`src/rtl/alu_wide_sequencer_pkg.sv`:
```
// alu_seq_pkg: op/state types and the per-op ALU control table for alu_wide_sequencer
package alu_seq_pkg;
  typedef enum logic [2:0] {OP_ADD, OP_ADC, OP_SUB, OP_SBC, OP_AND, OP_OR, OP_XOR, OP_NOTA} op_t;
  typedef enum logic [1:0] {S_IDLE, S_RUN, S_DONE} state_t;
  typedef enum logic [1:0] {CIN_ZERO, CIN_ONE, CIN_FLAG} cin_t;
  typedef struct packed {
    logic       mode;
    logic [3:0] sel;
    cin_t       cin;
    logic       is_logic;
  } op_info_t;
  // Indexed by op_t; selector values are as seen at the ALU port
  localparam op_info_t OP_TABLE [8] = '{
    '{1'b0, 4'b0110, CIN_ZERO, 1'b0},
    '{1'b0, 4'b0110, CIN_FLAG, 1'b0},
    '{1'b0, 4'b1001, CIN_ONE,  1'b0},
    '{1'b0, 4'b1001, CIN_FLAG, 1'b0},
    '{1'b1, 4'b0100, CIN_ZERO, 1'b1},
    '{1'b1, 4'b0001, CIN_ZERO, 1'b1},
    '{1'b1, 4'b1001, CIN_ZERO, 1'b1},
    '{1'b1, 4'b1111, CIN_ZERO, 1'b1}
  };
endpackage

```
`src/rtl/alu_wide_sequencer.sv`:
```
// alu_wide_sequencer: runs NBYTES-wide ops through an external 8-bit ALU, LSB first, chaining carry
module alu_wide_sequencer
  import alu_seq_pkg::*;
#(
  parameter int NBYTES           = 2,
  parameter bit CARRY_ACTIVE_LOW = 1'b1
) (
  input  logic                  clk_i,
  input  logic                  rst_i,
  input  logic                  start_i,
  input  logic [2:0]            op_i,
  input  logic [8*NBYTES-1:0]   op_a_i,
  input  logic [8*NBYTES-1:0]   op_b_i,
  output logic                  busy_o,
  output logic                  done_o,
  output logic [8*NBYTES-1:0]   result_o,
  output logic                  carry_flag_o,
  output logic                  zero_flag_o,
  output logic                  alu_mode_o,
  output logic [3:0]            alu_selector_o,
  output logic [7:0]            alu_a_o,
  output logic [7:0]            alu_b_o,
  output logic                  alu_carry_in_o,
  input  logic [7:0]            alu_f_i,
  input  logic                  alu_carry_out_i
);
  localparam int W = 8 * NBYTES;
  state_t         state_q, state_d;
  op_t            op_q, op_d, op_in;
  logic [W-1:0]   a_q, a_d, b_q, b_d, result_q, result_d;
  logic [1:0]     idx_q, idx_d;
  logic           c_q, c_d, zacc_q, zacc_d, cf_q, cf_d, zf_q, zf_d;
  logic           run, last, cout, fz, c_init;
  assign op_in  = op_t'(op_i);
  assign run    = state_q == S_RUN;
  assign last   = idx_q == 2'(NBYTES - 1);
  assign cout   = alu_carry_out_i ^ CARRY_ACTIVE_LOW;
  assign fz     = alu_f_i == 8'h00;
  assign c_init = OP_TABLE[op_in].cin == CIN_ONE || (OP_TABLE[op_in].cin == CIN_FLAG && cf_q);
  always_ff @(posedge clk_i or posedge rst_i)
    if (rst_i) state_q <= S_IDLE;
    else       state_q <= state_d;
  always_comb
    state_d = state_q == S_IDLE ? (start_i ? S_RUN : S_IDLE) :
              state_q == S_RUN  ? (last ? S_DONE : S_RUN) : S_IDLE;
  always_comb begin
    busy_o         = state_q != S_IDLE;
    done_o         = state_q == S_DONE;
    alu_mode_o     = run ? OP_TABLE[op_q].mode : 1'b1;
    alu_selector_o = run ? OP_TABLE[op_q].sel : 4'b0000;
    alu_a_o        = run ? a_q[{idx_q, 3'b000} +: 8] : 8'h00;
    alu_b_o        = run ? b_q[{idx_q, 3'b000} +: 8] : 8'h00;
    alu_carry_in_o = (run & c_q) ^ CARRY_ACTIVE_LOW;
  end
  // Flags are committed on the last pass so they are already valid while Done is high
  always_comb begin
    op_d     = op_q;
    a_d      = a_q;
    b_d      = b_q;
    idx_d    = idx_q;
    c_d      = c_q;
    zacc_d   = zacc_q;
    result_d = result_q;
    cf_d     = cf_q;
    zf_d     = zf_q;
    if (state_q == S_IDLE && start_i) begin
      op_d   = op_in;
      a_d    = op_a_i;
      b_d    = op_b_i;
      idx_d  = 2'd0;
      zacc_d = 1'b1;
      c_d    = c_init;
    end else if (run) begin
      result_d[{idx_q, 3'b000} +: 8] = alu_f_i;
      c_d    = cout;
      zacc_d = zacc_q & fz;
      idx_d  = idx_q + 2'd1;
      cf_d   = last ? (~OP_TABLE[op_q].is_logic & cout) : cf_q;
      zf_d   = last ? (zacc_q & fz) : zf_q;
    end
  end
  always_ff @(posedge clk_i or posedge rst_i)
    if (rst_i) begin
      op_q     <= OP_ADD;
      a_q      <= '0;
      b_q      <= '0;
      idx_q    <= 2'd0;
      c_q      <= 1'b0;
      zacc_q   <= 1'b0;
      result_q <= '0;
      cf_q     <= 1'b0;
      zf_q     <= 1'b0;
    end else begin
      op_q     <= op_d;
      a_q      <= a_d;
      b_q      <= b_d;
      idx_q    <= idx_d;
      c_q      <= c_d;
      zacc_q   <= zacc_d;
      result_q <= result_d;
      cf_q     <= cf_d;
      zf_q     <= zf_d;
    end
  assign result_o     = result_q;
  assign carry_flag_o = cf_q;
  assign zero_flag_o  = zf_q;
endmodule
```
`config.mk`:
```
export PLATFORM = sky130hd
export DESIGN_NAME = alu_wide_sequencer
export DESIGN_NICKNAME = d
export VERILOG_FILES = /design/src/rtl/alu_wide_sequencer_pkg.sv /design/src/rtl/alu_wide_sequencer.sv
export SDC_FILE = /design/constraint.sdc
export NUM_CORES = 1
export LEC_CHECK = 0
export ABC_AREA = 1
export BUFFER_PORTS_ARGS = -buffer_cell sky130_fd_sc_hd__buf_4
export CORE_MARGIN = 2
export CORE_UTILIZATION = 51
export DETAILED_ROUTE_END_ITERATION = 10
export MAX_ROUTING_LAYER = met4
export PLACE_DENSITY = 0.81
export SYNTH_ARGS = -nofsm -noshare
export SYNTH_HDL_FRONTEND = slang
export SYNTH_SLANG_ARGS = --single-unit
```
`constraint.sdc`:
```
create_clock -name clk_i -period 2 [get_ports clk_i]
set_clock_uncertainty 0.1 [all_clocks]
set_input_delay 0.3 -clock clk_i [delete_from_list [all_inputs] [get_ports clk_i]]
set_output_delay 0.3 -clock clk_i [all_outputs]
set_load 0.05 [all_outputs]
```
# --- After elaboration in Yosys (flattened, before gate mapping) ---
# Memories as Yosys holds them, arrays and structs flattened.
# Cells that the tools add are included.
totals:
  regBits: 59
  rom_bits: 128
  inputBits: 47
  out_inout_bits: 42
  wordCells: 62
  n_memories: 2
op_classes:
  add_sub_neg: 2
  n_lt_le_gt_ge: 2
  n_eq_ne: 5
  n_shift: 4
  n_mux: 19
  n_bitwise: 9
  reduce_logical: 9
mem_list:
  columns: ["name", "words", "width", "read_ports", "rd_ports_with_merged_regs", "wr", "line_no", "source"]
  rows:
  - ["(name not given)", 8, 8, 1, 0, 0, "alu_wide_sequencer.sv:78", "cf_d = last ? (~OP_TABLE[op_q].is_logic & cout) : cf_q;"]
  - ["(name not given)", 8, 8, 1, 0, 0, "alu_wide_sequencer.sv:39", "assign c_init = OP_TABLE[op_in].cin == CIN_ONE || (OP_TABLE[op_in].cin == CIN_FLAG && cf_q);"]
op_table:
  columns: ["cell", "count"]
  rows:
  - ["2-to-1 mux 8 bit", 4]
  - ["indexed part select 16 x 6 -> 8 bit", 2]
  - ["bitwise mux 16 bit", 1]
  - ["variable shift 8 x 7 -> 16 bit, first input constant", 1]
  - ["indexed part select 8 x 7 -> 16 bit", 1]
  - ["2-to-1 mux 2 bit", 5]
  - [">= comparator 4 bit, second input constant", 2]
  - ["logical NOT 8 bit", 1]
  - ["NOT 3 -> 4 bit", 2]
  - ["negator 5 -> 7 bit", 1]
  - ["equality test 2 x 1 -> 1 bit, second input constant", 3]
  - ["2-to-1 mux 1 bit", 6]
  - ["2-to-1 mux 3 bit", 2]
  - ["equality test 2 bit, second input constant", 2]
  - ["2-to-1 mux 4 bit", 1]
  - ["NOT 1 bit", 4]
  - ["nonzero test 2 bit", 2]
  - ["AND 1 bit", 3]
  - ["AND reduction 3 bit", 1]
  - ["adder 2 x 1 -> 2 bit, second input constant", 1]
  - ["logical AND 1 bit", 2]
  - ["logical NOT 2 bit", 1]
  - ["AND reduction 2 bit", 1]
  - ["logical OR 1 bit", 1]

# --- Longest topological paths before layout ---
# Gate-level depths: netlist (run 1).
depth:
  word_depth: 8
  mapped_depth: 8
  depth_no_buf: 7

# --- Least setup slack after synthesis (run 1) ---
# OpenSTA, ideal clock, no wires.
synth_timing:
  path_type: "reg-to-output"
  start: "register idx_q[0]"
  end: "output alu_a_o[5]"
  arrival_ns: 1.683
  slack_ns: -0.083
  path_stages_with_launch: 5
  path_buffers: 1
  path_cell_list: "dfrtp_1 -> clkinv_1 -> clkbuf_1 -> nand2_1 -> a21oi_1"
synth_via:
  elab_chain_len: 2
synth_lines:
  columns: ["element", "line_no", "source"]
  rows:
  - ["start: declaration", "alu_wide_sequencer.sv:31", "logic [1:0] idx_q, idx_d;"]
  - ["start signal: assignment", "alu_wide_sequencer.sv:97", "idx_q <= idx_d;"]
  - ["indexed part select 16 x 6 -> 8 bit", "alu_wide_sequencer.sv:51", "alu_a_o = run ? a_q[{idx_q, 3'b000} +: 8] : 8'h00;"]
  - ["2-to-1 mux 8 bit", "alu_wide_sequencer.sv:51", null]
  - ["end: declaration", "alu_wide_sequencer.sv:21", "output logic [7:0] alu_a_o,"]
# No other way between the ends.

# --- Worst setup path after layout (run 1) ---
layout_timing:
  start: "register state_q[1]"
  end: "output alu_a_o[0]"
layout_via:
  elab_chain_len: 2
layout_lines:
  columns: ["element", "line_no", "source"]
  rows:
  - ["start: declaration", "alu_wide_sequencer.sv:28", "state_t state_q, state_d;"]
  - ["start signal: assignment", "alu_wide_sequencer.sv:42", "else state_q <= state_d;"]
  - ["equality test 2 x 1 -> 1 bit", "alu_wide_sequencer.sv:35", "assign run = state_q == S_RUN;"]
  - ["2-to-1 mux 8 bit", "alu_wide_sequencer.sv:51", null]
# No other way between the ends.

==> run metrics, run 1 <==
Final setup violation count 0; critical path required time 1600 ps; RSZ-0062 raised after global routing yes; GRT overflow 0; CP max-delay cell dfrtp_1; drc violations 0; CP endpoint alu_a_o[0]; most frequent CP cell nand2_4; CTS HTree Levels 3; cells after synthesis 340; post-synthesis register bit count 59; WHS 84.4 ps; Lkg Pwr 2.05 nW; Clock Tree Buf Depth 2; FF-to-FF path depth 5; nets 489; Post-Synth Simple-Gate Area 33.5%; Worst Hold Class primary input to flop; r2r setup slk 190 ps; first drt pass iteration count 4; Critical Path AT 1570 ps; Post-Syn Nets 392; ANT nets after route 0; mux cell area share after synthesis 0%; top post-synthesis cells by area dfrtp_1, nand2_1, nand3_1, a21oi_1, ha_1; GP Congestion 0.825; core area 5200 um^2; RR Endpoint result_o[7]; CTS buffer count 9; CP Capture Type primary output; setup_tns 0 ps; Yosys Warn Count 0; Antenna Cells 0; Vias 2643; Initial Utilization 53.5%; Post-Synth Adder-Cell Area 2.25%; Boundary Pins 89; Cell Chain, Critical Path inv_2 -> nand2_4 -> inv_8 -> nand2_4 -> a21oi_2 -> buf_6; Rel. slew slack 66.5%; Overall Global Routing Usage 25.1%; FMAX 0.508 GHz; largest family of logic cells by synthesized area simple AND/OR/NAND/NOR gates; syn avg cell area 8.20 um^2; number of stages on the worst setup path 6; Worst Tran Pin Value 500 ps; I/O Buffers 88; worst skew pair latency 340 ps; CP Launch Point state_q[1]; CTS sink count 59; WL final 7230 um; post-synthesis xor/xnor area fraction 0%; clk slew on worst S/H paths 70 ps; post-route cell area 3830 um^2; Placed Instances 491; Final period util 98.4%; outcome completed; crit start category flop; share of layout cells above drive strength 1 32.7%; largest net degree at the start of global routing 35; Power Total 7.33 mW; final count of hold timing violations 0; final slew viol count 0; worst setup margin 32.7 ps; Non-Filler Instances 511; pwr dens 1920 nW/um^2; 1st-iter DRT viols 100; Final Core Density 73.5%; DP Area 3560 um^2; Die W 77.9 um; Syn Std Cell Area 2790 um^2; Max FO, Critical Path 8; area of the die 6070 um^2; Worst VDD drop 1.12 mV; dominant cell type by area after synthesis dfrtp_1; Synth cell types 25; FF-to-FF Start idx_q[1]; Max Cap Viol 0; vias per inst 5.17; Rows 26; critical path's largest stage delay 420 ps; initial antenna violation count 0; dpl hpwl 5020 um; first-pass GRT wire length 11800 um; WL/cell 14.2 um; clk root buf clkbuf_8; fraction of the yosys area taken by sequential cells 53.0%; area share of the largest cell type after synthesis 53.0%; CP Buf/Inv Count 3; die height 77.9 um; vias in the first global route 2594; synth-to-layout area growth 37.3%; CP top delay family flip-flops; CTS tree done; Period minus WS final 1970 ps; CP Class flop to primary output; Compound-Gate Fraction of Synth Area 5.48%; dpl ws 279 ps
flip-flops by register name (all words and copies together) (netlist names):
signal        flops
carry_flag_o      1
state_q           2
op_q              3
zacc_q            1
c_q               1
idx_q             2
b_q              16
zero_flag_o       1
a_q              16
result_o         16
cells in the final DEF (no fill, tap or decap), types with 2 or more instances in the layout:
master / Yosys / layout
a21oi_1: 20 / 6
a21oi_2: 0 / 14
buf_4: 1 / 90
buf_6: 1 / 9
clkbuf_1: 4 / 2
clkbuf_8: 0 / 10
clkinv_2: 0 / 3
dfrtp_1: 59 / 58
ha_1: 5 / 5
inv_1: 12 / 9
inv_2: 1 / 4
nand2_1: 144 / 144
nand2_2: 2 / 2
nand2_4: 2 / 2
nand2_8: 1 / 2
nand3_1: 50 / 50
nor2_1: 11 / 11
o21ai_0: 9 / 9
cell type report:
type | count | area [um^2]
Sequential cell | 59 | 1480
Fill cell | 420 | 1380
Multi-Input combinational cell | 250 | 1220
Timing Repair Buffer | 101 | 807
Clock buffer | 12 | 145
Tap cell | 70 | 87.6
Inverter | 16 | 70.1
Clock inverter | 3 | 15.0
worst min-delay path by stage:
stage               startpoint          end  cells after the start
global route         op_b_i[4]       b_q[4]                      3
global placement         rst_i  result_o[2]                      2
floorplan           alu_f_i[0]  result_o[0]                      2
CTS                  op_b_i[5]       b_q[5]                      3
detailed placement       rst_i  result_o[4]                      2
finish               op_b_i[5]       b_q[5]                      3
worst min-delay path: stages:
cell and delay (ps):
buf_4 80, nand3_1 60, nand2_1 60
logic make-up after synthesis:
family	after synthesis
simple gates	214
flops	59
buf+inv	32
compound gates	30
fa+ha+maj	5
power breakdown:
group / internal (mW) / switching (mW) / leakage, nW / total, mW
sequential: 1.75 / 0.340 / 0.750 / 2.09
clock: 0.470 / 0.448 / 0.0860 / 0.919
combinational: 1.31 / 3.00 / 1.22 / 4.31
metal layers:
layer  part of all wire (%)  wire (um)  vias to the layer above  GRT usage, %
met3                    8.0        579                       12          5.35
li1                       -          -                     1281             -
met2                     50       3600                       94          40.8
met1                     41       2950                     1256          30.9
met4                    1.3         93                        0          10.0
met5                      0          0                        -             -
what timing repair did:
action / 4_1_cts / 5_1_grt
endpoints found under the hold margin: 10 / 0
endpoints found under the setup margin: 17 / 18
hold buffers: 1 / 0
resized for setup: 4 / 14
cloned: 0 / 1
buffers inserted: 2 / 1
pin swaps: 1 / 1
synthesized netlist by cell type:
| master | n |
|---|---|
| buf_6 | 1 |
| dfrtp_1 | 59 |
| nor2_1 | 11 |
| a21oi_1 | 20 |
| nor2_4 | 1 |
| nand3_1 | 50 |
| nor3_4 | 1 |
| nand2_2 | 2 |
| buf_2 | 9 |
| inv_1 | 12 |
| nor3b_2 | 1 |
| clkinv_1 | 1 |
| or2_2 | 1 |
| inv_4 | 1 |
| nand2_8 | 1 |
| ha_1 | 5 |
| o21ai_0 | 9 |
| buf_4 | 1 |
| nand2_1 | 144 |
| inv_6 | 1 |
| a21boi_1 | 1 |
| nand2_4 | 2 |
| buf_8 | 1 |
| clkbuf_1 | 4 |
| inv_2 | 1 |
Power figures use the tool's default switching activity.
==> run 2: changes to the inputs <==
- CORE_UTILIZATION: 51 -> 53
- CTS_BUF_LIST: not set -> sky130_fd_sc_hd__clkbuf_2 sky130_fd_sc_hd__clkbuf_4 sky130_fd_sc_hd__clkbuf_8
- PLACE_DENSITY: 0.81 -> 0.84
==> run metrics, run 2 (synthesis gave the netlist of run 1 again) <==
clk slew on worst S/H paths 70 ps; Rows 26; CP Capture Type primary output; most common cell after layout, fill and taps aside nand2_1; worst skew pair latency 330 ps; crit start category flop; CTS HTree Levels 3; FMAX 0.515 GHz; GRT overflow 0; WL final 7150 um; Initial Utilization 54.9%; outcome completed; r2r setup slk 210 ps; Max Cap Viol 0; most frequent cells in the layout nand2_1, buf_4, dfrtp_1; pwr dens 1930 nW/um^2; Boundary Pins 89; Vias 2646; fill count 395; nets 485; 1st-iter DRT viols 193; Rel. slew slack 67.3%; Max FO, Critical Path 8; clk root buf clkbuf_8; GR Util met3 5.57%; critical path's largest stage delay 410 ps; die height 76.5 um; CP Buf/Inv Count 3; multi-input combinational cell area 1220 um^2; setup_tns 0 ps; first drt pass iteration count 4; Clock Tree Buf Depth 2; Final Core Density 75.5%; CTS tree done; FF/Latch Area 1480 um^2; core area 5070 um^2; final slew viol count 0; dpl hpwl 4780 um; Worst Tran Pin Value 489 ps; WL/cell 14.1 um; ANT nets after route 0; CTS buffer count 9; Critical Path AT 1540 ps; vias per inst 5.21; met2 GRT Util 42.6%; drc violations 0; initial antenna violation count 0; vias in the first global route 2591; synth-to-layout area growth 37.5%; first-pass GRT wire length 12100 um; Worst VDD drop 1.12 mV; Most Crowded Layer GR met2; GRT met1 Usage 32.9%; CTS sink count 59; Antenna Cells 0; share of layout cells above drive strength 1 32.2%; Overall Global Routing Usage 26.3%; most frequent CP cell nand2_4; CP max-delay cell dfrtp_1; Lkg Pwr 2.06 nW; final count of hold timing violations 0; Worst Hold Class primary input to flop; CP Class flop to primary output; CP top delay family buffers and inverters; critical path required time 1600 ps; Final period util 97.2%; largest net degree at the start of global routing 60; Final setup violation count 0; Cell Chain, Critical Path inv_2 -> nand2_4 -> inv_8 -> nand2_4 -> a21oi_2 -> buf_4; Die W 76.5 um; area of the die 5850 um^2; Period minus WS final 1940 ps; I/O Buffers 88; GP Congestion 0.882
-- run 2: cell types whose count changed in the layout (fill, tap and decap cells not counted), sizes merged --
cell    change
clkbuf      +2
buf         -4
clkinv      -1
-- run 2: path summary, 6_finish.rpt --
| path | start | to | cells after the start |
|---|---|---|---|
| max | state_q[1] | alu_a_o[5] | 6 |
| min | op_b_i[13] | b_q[13] | 3 |
| max reg2reg | idx_q[1] | result_o[0] | 5 |
| min reg2reg | b_q[1] | b_q[1] | 2 |
| max in group asynchronous | rst_i | a_q[15] | 4 |
| min in group asynchronous | rst_i | result_o[1] | 4 |
-- run 2: cell type report --
type / count / area share (%)
Clock buffer: 14 / 4.54
Tap cell: 70 / 2.29
Sequential cell: 59 / 38.5
Inverter: 16 / 1.83
Clock inverter: 2 / 0.261
Multi-Input combinational cell: 250 / 31.9
Timing Repair Buffer: 97 / 20.6
-- run 2: report_power, final --
group | leakage, nW | total, mW | internal (mW) | switching [mW]
sequential | 0.751 | 2.09 | 1.75 | 0.334
combinational | 1.20 | 4.30 | 1.31 | 2.99
clock | 0.101 | 1.01 | 0.556 | 0.452
total | 2.06 | 7.39 | 3.62 | 3.77
-- run 2: routing by layer --
metal	vias to the layer above	part of all wire [%]
li1	1274	-
met1	1257	42
met5	-	0
met3	14	6.1
met2	101	50
met4	0	1.7
-- run 2: what timing repair did --
action / in CTS / in global routing
hold buffers: 1 / 0
gates resized for setup: 5 / 11
setup buffers: 0 / 2
cloned: 0 / 1
endpoints found under the hold margin: 59 / 0
pin swaps: 0 / 1
endpoints found under the setup margin: 17 / 16
-- run 2: metrics by stage --
| step | std cells | area (um^2) | hold WS, ps | setup slack (ps) | power, mW |
|---|---|---|---|---|---|
| floorplan | 340 | 2830 | 338 | 27.8 | 5.05 |
| global placement | 488 | 3550 | 289 | 342 | 6.09 |
| detailed placement | 488 | 3550 | 293 | 284 | 6.19 |
| CTS | 505 | 3770 | 88.9 | 2.74 | 7.26 |
| global route | 508 | 3830 | 97.6 | -0.624 | 7.87 |
| finish | 508 | 3830 | 95.3 | 56.8 | 7.39 |
-- run 2: tightest hold or removal path, stage by stage --
cell     delay (ps)
buf_4            80
nand3_1          60
nand2_1          60
